`config.mk`:
```
export PLATFORM = sky130hd
export DESIGN_NAME = load_store_unit
export DESIGN_NICKNAME = d
export VERILOG_FILES = /design/src/rtl/lsu_pkg.sv /design/src/rtl/lsu_align.sv /design/src/rtl/load_store_unit.sv
export SDC_FILE = /design/constraint.sdc
export NUM_CORES = 1
export LEC_CHECK = 0
export BUFFER_PORTS_ARGS = -buffer_cell sky130_fd_sc_hd__buf_2
export CAP_MARGIN = 25
export CORE_MARGIN = 4
export CORE_UTILIZATION = 53
export CTS_BUF_LIST = sky130_fd_sc_hd__clkbuf_8
export DETAILED_ROUTE_END_ITERATION = 8
export GPL_TIMING_DRIVEN = 1
export PLACE_DENSITY = 0.92
export RECOVER_POWER = 50
export SLEW_MARGIN = 25
export SYNTH_ARGS = -nofsm -noshare
export SYNTH_HDL_FRONTEND = slang
export SYNTH_SLANG_ARGS = --single-unit
```
`constraint.sdc`:
```
create_clock -name i_clk -period 2.3 [get_ports i_clk]
set_input_delay 0.345 -clock i_clk [delete_from_list [all_inputs] [get_ports i_clk]]
set_output_delay 0.345 -clock i_clk [all_outputs]
set_load 0.01 [all_outputs]
```
`src/rtl/lsu_pkg.sv`:
```
// Shared definitions for the load/store unit: funct3 encodings, FSM states
// and access-size helpers.
package lsu_pkg;

  localparam logic [2:0] LB  = 3'b000;
  localparam logic [2:0] LH  = 3'b001;
  localparam logic [2:0] LW  = 3'b010;
  localparam logic [2:0] LD  = 3'b011;
  localparam logic [2:0] LBU = 3'b100;
  localparam logic [2:0] LHU = 3'b101;
  localparam logic [2:0] LWU = 3'b110;

  localparam logic [2:0] SB = 3'b000;
  localparam logic [2:0] SH = 3'b001;
  localparam logic [2:0] SW = 3'b010;
  localparam logic [2:0] SD = 3'b011;

  typedef enum logic [1:0] {IDLE, REQ, RESP, DONE} lsu_state_t;

  function automatic logic [3:0] size_bytes(input logic [2:0] funct3);
    return 4'd1 << funct3[1:0];
  endfunction

  function automatic logic is_legal(input logic is_store, input logic [2:0] funct3,
                                    input int xlen);
    if (is_store) return !funct3[2] && ((funct3 != SD) || (xlen == 64));
    case (funct3)
      LB, LH, LW, LBU, LHU: return 1'b1;
      LD, LWU:              return xlen == 64;
      default:              return 1'b0;
    endcase
  endfunction

endpackage

```
`src/rtl/lsu_align.sv`:
```
// Combinational lane logic: load extraction with sign/zero extension, store
// data replication and byte-strobe generation.
module lsu_align
  import lsu_pkg::*;
#(
  parameter int  XLEN   = 32,
  localparam int LSB_W  = $clog2(XLEN / 8),
  localparam int STRB_W = XLEN / 8
) (
  input  logic [2:0]        funct3,
  input  logic [LSB_W-1:0]  offset,
  input  logic [XLEN-1:0]   rdata,
  input  logic [XLEN-1:0]   store_data,
  output logic [XLEN-1:0]   load_val,
  output logic [XLEN-1:0]   wdata,
  output logic [STRB_W-1:0] wstrb
);

  logic [XLEN-1:0] shifted;
  logic [7:0]      mask8;

  assign shifted = rdata >> {offset, 3'b000};

  // NOTE: every output of a combinational block gets a default first, so no
  // path through the case statements can leave a latch behind.
  always_comb begin
    load_val = shifted;
    wdata    = store_data;
    mask8    = 8'hFF;
    case (funct3[1:0])
      2'd0: begin
        if (funct3[2]) load_val = XLEN'(shifted[7:0]);
        else           load_val = XLEN'($signed(shifted[7:0]));
        wdata = {(XLEN / 8){store_data[7:0]}};
        mask8 = 8'h01;
      end
      2'd1: begin
        if (funct3[2]) load_val = XLEN'(shifted[15:0]);
        else           load_val = XLEN'($signed(shifted[15:0]));
        wdata = {(XLEN / 16){store_data[15:0]}};
        mask8 = 8'h03;
      end
      2'd2: begin
        if (funct3[2]) load_val = XLEN'(shifted[31:0]);
        else           load_val = XLEN'($signed(shifted[31:0]));
        wdata = {(XLEN / 32){store_data[31:0]}};
        mask8 = 8'h0F;
      end
      default: ;
    endcase
  end

  assign wstrb = STRB_W'(mask8 << offset);

endmodule

```
`src/rtl/load_store_unit.sv`:
```
// RV32/RV64 load/store unit over a request/grant/response memory port.
// Optional build macro: LSU_MISALIGN_TRAP_EN (misaligned accesses trap instead of being rounded down).
module load_store_unit
  import lsu_pkg::*;
#(
  parameter int  XLEN   = 32,
  parameter int  ADDR_W = 32,
  localparam int LSB_W  = $clog2(XLEN / 8)
) (
  input  logic                i_clk,
  input  logic                i_rst,
  input  logic                i_valid,
  input  logic                i_is_store,
  input  logic [2:0]          i_funct3,
  input  logic [XLEN-1:0]     i_rs1_val,
  input  logic [XLEN-1:0]     i_imm,
  input  logic [XLEN-1:0]     i_rs2_val,
  input  logic [4:0]          i_rd,
  output logic                o_stall,
  output logic                o_mem_req,
  output logic                o_mem_we,
  output logic [ADDR_W-1:0]   o_mem_addr,
  output logic [XLEN-1:0]     o_mem_wdata,
  output logic [XLEN/8-1:0]   o_mem_wstrb,
  input  logic                i_mem_gnt,
  input  logic                i_mem_rvalid,
  input  logic [XLEN-1:0]     i_mem_rdata,
  output logic                o_rd_we,
  output logic [4:0]          o_rd_addr,
  output logic [XLEN-1:0]     o_rd_wdata,
  output logic                o_misalign
);

  localparam logic [ADDR_W-1:0] ALIGN_MASK = ~ADDR_W'((1 << LSB_W) - 1);

  lsu_state_t state, next_state;

  logic [XLEN-1:0]   ea;
  logic [ADDR_W-1:0] ea_addr;
  logic [LSB_W-1:0]  size_mask;
  logic              legal, trap, accept, capture, rd_we, store_active;

  logic [ADDR_W-1:0] addr_q;
  logic [LSB_W-1:0]  off_q;
  logic [2:0]        funct3_q;
  logic              store_q;
  logic [4:0]        rd_q;
  logic [XLEN-1:0]   sdata_q, rdata_q;

  logic [XLEN-1:0]   load_val, wdata;
  logic [XLEN/8-1:0] wstrb;

  assign ea        = i_rs1_val + i_imm;
  assign ea_addr   = ADDR_W'(ea);
  assign size_mask = LSB_W'(size_bytes(i_funct3) - 4'd1);
  assign legal     = is_legal(i_is_store, i_funct3, XLEN);

`ifdef LSU_MISALIGN_TRAP_EN
  logic misaligned;
  assign misaligned = |(ea[LSB_W-1:0] & size_mask);
  assign trap       = misaligned;
  assign o_misalign = (state == IDLE) && i_valid && legal && misaligned;
`else
  assign trap       = 1'b0;
  assign o_misalign = 1'b0;
`endif

  assign accept  = (state == IDLE) && i_valid && legal && !trap;
  // Read data may arrive together with the grant; it must not be lost.
  assign capture = i_mem_rvalid && ((state == RESP) || ((state == REQ) && i_mem_gnt));

  // NOTE: sequential state is updated with non-blocking assignments so every
  // register samples the pre-edge values regardless of block ordering.
  always_ff @(posedge i_clk or negedge i_rst) begin
    if (!i_rst) state <= IDLE;
    else        state <= next_state;
  end

  always_ff @(posedge i_clk or negedge i_rst) begin
    if (!i_rst) begin
      addr_q   <= '0;
      off_q    <= '0;
      funct3_q <= '0;
      store_q  <= 1'b0;
      rd_q     <= '0;
      sdata_q  <= '0;
      rdata_q  <= '0;
    end else begin
      if (accept) begin
        addr_q   <= ea_addr & ALIGN_MASK;
        // Offset bits below the access size are dropped (rounded down).
        off_q    <= ea[LSB_W-1:0] & ~size_mask;
        funct3_q <= i_funct3;
        store_q  <= i_is_store;
        rd_q     <= i_rd;
        sdata_q  <= i_rs2_val;
      end
      if (capture) rdata_q <= i_mem_rdata;
    end
  end

  always_comb begin
    next_state = state;
    o_stall    = 1'b0;
    unique case (state)
      IDLE: if (accept) begin
        next_state = REQ;
        o_stall    = 1'b1;
      end
      REQ: begin
        o_stall = 1'b1;
        if (i_mem_gnt) next_state = i_mem_rvalid ? DONE : RESP;
      end
      RESP: begin
        o_stall = 1'b1;
        if (i_mem_rvalid) next_state = DONE;
      end
      DONE:    next_state = IDLE;
      default: next_state = IDLE;
    endcase
  end

  lsu_align #(.XLEN(XLEN)) u_align (
    .funct3     (funct3_q),
    .offset     (off_q),
    .rdata      (rdata_q),
    .store_data (sdata_q),
    .load_val   (load_val),
    .wdata      (wdata),
    .wstrb      (wstrb)
  );

  assign store_active = (state == REQ) && store_q;
  assign rd_we        = (state == DONE) && !store_q && (rd_q != 5'd0);

  assign o_mem_req   = (state == REQ);
  assign o_mem_we    = store_active;
  assign o_mem_addr  = o_mem_req ? addr_q : '0;
  assign o_mem_wdata = store_active ? wdata : '0;
  assign o_mem_wstrb = store_active ? wstrb : '0;
  assign o_rd_we     = rd_we;
  assign o_rd_addr   = rd_we ? rd_q : '0;
  assign o_rd_wdata  = rd_we ? load_val : '0;

endmodule
```
== Word-level counts from Yosys, hierarchy flattened ==
Index checks and enable logic that the tools add are counted.

* Bits in registers: 107
* Input port bits: 142
* Output and inout bits: 110
* Logic and storage cells: 67

* $add $sub $neg: 2
* Equal/unequal tests: 13
* Shift operators: 3
* Muxes and demuxes: 21
* Bitwise logic cells: 2
* Reductions and logical operators: 18

{| class="wikitable"
|+ Operator list
! kind !! number
|-
| 2-to-1 mux 32 bit || 5
|-
| one-hot mux 32 bit (2 select lines) || 2
|-
| adder 32 bit || 1
|-
| right shift 32 x 5 -> 32 bit || 1
|-
| one-hot mux 8 bit (3 select lines) || 1
|-
| logical AND 1 bit || 8
|-
| one-hot mux 2 bit (4 select lines) || 1
|-
| left shift 8 x 2 -> 4 bit || 1
|-
| == test 2 bit (second input constant) || 3
|-
| == test 3 bit (second input constant) || 2
|-
| 2-to-1 mux 1 bit || 6
|-
| 2-to-1 mux 2 bit || 3
|-
| 2-to-1 mux 5 bit || 1
|-
| nonzero test 5 bit || 1
|-
| OR reduction 5 bit || 1
|-
| == test 2 x 1 -> 1 bit (second input constant) || 2
|-
| zero test 2 bit || 2
|-
| 2-to-1 mux 4 bit || 1
|-
| != test 2 bit (second input constant) || 2
|-
| == test 3 x 1 -> 1 bit (second input constant) || 1
|-
| == test 3 x 2 -> 1 bit (second input constant) || 1
|-
| zero test 3 bit || 1
|-
| != test 3 x 2 -> 1 bit (second input constant) || 1
|-
| AND reduction 3 bit || 1
|-
| other kinds (9) || 10
|}

== Longest topological paths before layout ==
* Depth after elaboration: 7
* Depth in mapped cells: 9

== Hierarchy ==
Synthesis repeated with hierarchy kept, for this count alone.

* Cell total of the unflattened synthesis: 981
* Area, all modules: 8192.9 µm²

{| class="wikitable"
|+ By module, submodules not included
! module !! instances !! cells each !! area each (µm²) !! sequential area each (µm²)
|-
| load_store_unit || 1 || 801 || 6836.6 || 2677.6
|-
| lsu_align || 1 || 180 || 1356.3 || 0.0
|}

== Least setup slack after synthesis ==
Ideal clock, no wire load.

* Path kind: input to register
* Start point: in i_rs1_val[4]
* End point: reg addr_q[29]
* Arrival time: 2.082 ns
* Required time: 2.174 ns
* Path slack: 0.092 ns
* Stages: 8
* Buffers on the path: 0
* Path through: ha_1 -> a21oi_2 -> nand2_1 -> a311oi_2 -> o31ai_4 -> a21boi_4 -> o21ai_0 -> a221o_1

* Longest elaborated chain between the ends: 1

{| class="wikitable"
|+ Ends and longest elaborated chain
! what !! line !! text
|-
| start, declared || load_store_unit.sv:15 || <nowiki>input logic [XLEN-1:0] i_rs1_val,</nowiki>
|-
| adder 32 bit || load_store_unit.sv:53 || <nowiki>assign ea = i_rs1_val + i_imm;</nowiki>
|-
| end signal, assigned || load_store_unit.sv:90 || <nowiki>addr_q <= ea_addr & ALIGN_MASK;</nowiki>
|-
| end, declared || load_store_unit.sv:43 || <nowiki>logic [ADDR_W-1:0] addr_q;</nowiki>
|}

Every way passes these cells.
A chain may end at the register's enable or synchronous reset.

== Worst setup path in the final report ==
* Start point: reg rd_q[3]
* End point: out o_rd_wdata[30]

* Longest elaborated chain between the ends: 3

{| class="wikitable"
|+ Ends and longest elaborated chain
! what !! line !! text
|-
| start, declared || load_store_unit.sv:47 || <nowiki>logic [4:0] rd_q;</nowiki>
|-
| start signal, assigned || load_store_unit.sv:95 || <nowiki>rd_q <= i_rd;</nowiki>
|-
| nonzero test 5 bit || load_store_unit.sv:134 || <nowiki>assign rd_we = (state == DONE) && !store_q && (rd_q != 5'd0);</nowiki>
|-
| logical AND 1 bit || load_store_unit.sv:134 ||
|-
| 2-to-1 mux 32 bit || load_store_unit.sv:143 || <nowiki>assign o_rd_wdata = rd_we ? load_val : '0;</nowiki>
|-
| end, declared || load_store_unit.sv:30 || <nowiki>output logic [XLEN-1:0] o_rd_wdata,</nowiki>
|}

Every way passes these cells.

==> summary.md <==
The flow ran to the end, but the final reports show violations. The final reports fail on negative setup slack. The first global-routing pass estimated 36.8 mm of wire.

The delay of the slowest critical-path stage was 0.57 ns. The number of global-route vias before repair came out at 7537. The slew of the pin with the lowest slew margin was 0.832 ns; the number of levels in the clock H-tree was 3.

The worst setup path is of the flop to primary output kind. The count of flip-flops with a built-in enable after synthesis came out at 0. The routed layout has 8055 vias.

The tools report the number of antenna violations at the first check in global routing as 5. The share of final-layout standard cells stronger than drive strength 1 was 0.356. Hold violation total from the final report: 0. The overall die width came out at 126 µm. For this design the static power due to leakage is 4.96 nW. Summed over all layers, the global routing overflow is 0.

In the final routed layout, each cell accounts on average for 18.2 µm. The minimum clock period after layout came out at 2.58 ns. Prevailing post-synth register cell: dfrtp_1.

The share of synthesized registers carrying an async set or reset was 1.00. The number of synthesis warnings was 0. VDD sags by at most 0.000509 V. Type of destination of the critical path: a primary output. Critical-path cell with the highest stage delay: or4_4.

Power density normalized to cell area: 1140 nW/µm². The synthesized area per cell came out at 8.19 µm². The share of the cycle needed by the critical path after routing works out to 1.12. Walking the worst path, the cells encountered are or4_4 > o21ai_4 > inv_2 > o21ai_4 > clkbuf_16 > a21oi_1 > buf_2. Setup repair after global routing could not meet its margin everywhere. The class of the most critical hold timing path was input pin to flop.

The highest clock rate is 388 MHz, and the clock skew after layout is 0.0135 ns. The logs give 0.446 for the worst slew margin relative to its limit and 36 for the number of setup violations in the final report. The leading cell type in the layout, fill and taps excluded was buf_2. The detailed placer's ending HPWL is 17.4 mm. In the synthesized netlist, the number of instances is 903. Of all nets on the critical path, the largest fanout is 8. Compared with the post-synthesis result, the final layout area differs by 31.5%. The worst setup margin is -0.275 ns.

The sequential area share after synthesis was 0.362. The routability congestion estimate from global placement was 0.944. The tools report the starting density of the core as 0.550. Excluding fillers, the count of instances in the completed layout stands at 1366. The count of nets left with antenna violations once routing finished came out at 0.

The number of nets at the end of the flow is 1362, and the total die area is 15900 µm². The synthesized design contains 107 register bits. The later pin in the worst-skew pair is clocked with a latency of 0.37 ns. The setup check on the worst reg-to-reg path leaves a slack of 0.02 ns. Buffers placed on the I/O ports in this run total 248. Measured along the y axis, the die boundary spans 126 µm. TritonCTS created 9 clock buffers. After detailed routing, the number of vias per cell comes to 5.90.

For this run, the detailed router's first-pass iteration total came to 7. The top cell types in the final layout, fill and taps aside, are buf_2, nand2_1, dfrtp_1, a21oi_1, nor2_1. 252 I/O pins were placed. The initialized floorplan defines 42 standard-cell rows. The logs give 0 for the number of max-slew violations in the final report and 1.96 ns for the worst endpoint required time. Entering global routing, the biggest net connects 56 pins. The tools report the wire length after detailed routing as 24.9 mm. Once placement completed, the tool counted placed cells totaling 1335. The run gives 62 as the number of unique standard cell types used by synthesis. The cell area that synthesis handed to floorplanning was 7400 µm². STA classifies the critical path startpoint as a flop. Summed over all failing endpoints, the final setup total negative slack is -5.43 ns. The iteration-0 DRC count of the detailed router is 648, and the count of maximum capacitance violations is 0.

The final cell utilization of the core came out at 0.723. The cell family contributing the most delay on the critical path is simple AND/OR/NAND/NOR gates. TritonCTS built the clock tree. Clock tree synthesis selected as its root buffer the cell clkbuf_8.

The number of buffers and inverters on the critical path was 3. The arrival time at the worst endpoint is 2.23 ns. After clock tree synthesis, the clock-pin slew on the worst setup and hold paths is 0.11 ns. Clock tree synthesis found a total of 107 sinks.

After floorplanning, the core was sized to cover 13500 µm². After detailed routing, the number of remaining DRC violations is 0. The clock passes through at most 2 buffers.

In this design, the critical path's most frequently occurring cell is o21ai_4. The global-route usage over all layers came out at 0.281.
## worst min-delay path: stages
cell	delay (ns)
buf_2	0.07
nand2_1	0.04
nand2_1	0.04
## power by group
part           internal, mW  switching, mW  leakage [nW]
Combinational          2.69           3.55          3.56
Clock                 0.544          0.690        0.0995
Sequential             2.81          0.790          1.31
## cell usage after synthesis (4+ instances only)
cell type	count	area, µm²
a21oi_1	72	360
o21ai_0	42	210
inv_1	13	48.8
clkbuf_1	33	124
o21a_1	12	90.1
dfrtp_1	107	2680
or3_1	5	31.3
nor2b_1	12	75.1
mux2i_1	32	320
nor3_1	7	35.0
nand2b_1	5	31.3
mux2_2	33	372
buf_1	12	45.0
and2_1	38	238
a211oi_1	17	128
xnor2_1	11	96.3
a211o_1	4	35.0
buf_2	8	40.0
ha_1	37	463
nand3_1	10	50.1
nor2_1	63	236
xor2_1	12	105
o21ai_1	13	65.1
a31oi_1	5	31.3
nand2_1	223	837
nand4_1	6	37.5
and3_1	12	75.1
## logic make-up after synthesis
group           synth area share
buf+inv                   0.0379
other cells             0.000507
compound gates             0.178
flops                      0.362
mux                       0.0936
fa+ha+maj                 0.0653
simple gates               0.235
xor+xnor                  0.0272
## routing by layer
| layer | up-vias | GRT usage | wire length (µm) |
|---|---|---|---|
| met3 | 123 | 0.0423 | 2370 |
| met2 | 547 | 0.491 | 12200 |
| met5 | - | 0 | 34 |
| met1 | 3718 | 0.345 | 9010 |
| met4 | 4 | 0.116 | 1310 |
| li1 | 3663 | - | - |
## final cells by class
class	count	area, µm²
timing repair buffer	322	1940
antenna	3	7.51
sequential	107	2680
clock buffer	10	138
inverter	13	48.8
fill	946	3730
multi-input combinational	729	4620
tap	176	220
clock inverter	6	71.3
## timing repair
item	4_1_cts	5_1_grt
buffers inserted	4	5
endpoints found under the setup margin	71	70
hold buffers	1	0
cloned	0	2
pin swaps	1	8
gates resized for setup	21	39
endpoints found under the hold margin	32	0
## worst paths after layout
kind | startpoint | endpoint | depth (start not counted)
worst max-delay path | rd_q[3]$_DFFE_PN0P_ | o_rd_wdata[30] | 7
worst min-delay path | i_rd[3] | rd_q[3]$_DFFE_PN0P_ | 3
worst max register to register | state[0]$_DFFE_PN0P_ | state[0]$_DFFE_PN0P_ | 7
worst min register to register | addr_q[5]$_DFFE_PN0P_ | addr_q[5]$_DFFE_PN0P_ | 2
max in group asynchronous | i_rst | addr_q[7]$_DFFE_PN0P_ | 3
min in group asynchronous | i_rst | rdata_q[18]$_DFFE_PN0P_ | 2
## flip-flops by register name, indices dropped and copies added, names as in the netlist
register,cells
addr_q,30
state,2
funct3_q,3
rdata_q,32
off_q,2
store_q,1
sdata_q,32
rd_q,5
## metrics by stage
step	instance area [µm²]	power, mW	setup slack [ns]	hold slack, ns
after global routing	9730	11.8	-0.338	0.144
final	9730	11.1	-0.275	0.149
after global placement	9190	8.68	-0.116	0.319
after detailed placement	9190	8.94	-0.214	0.321
after CTS	9510	10.4	-0.199	0.146
after floorplan	7400	6.91	0.0923	0.0494
No activity file was read; power rests on OpenSTA's default activity.
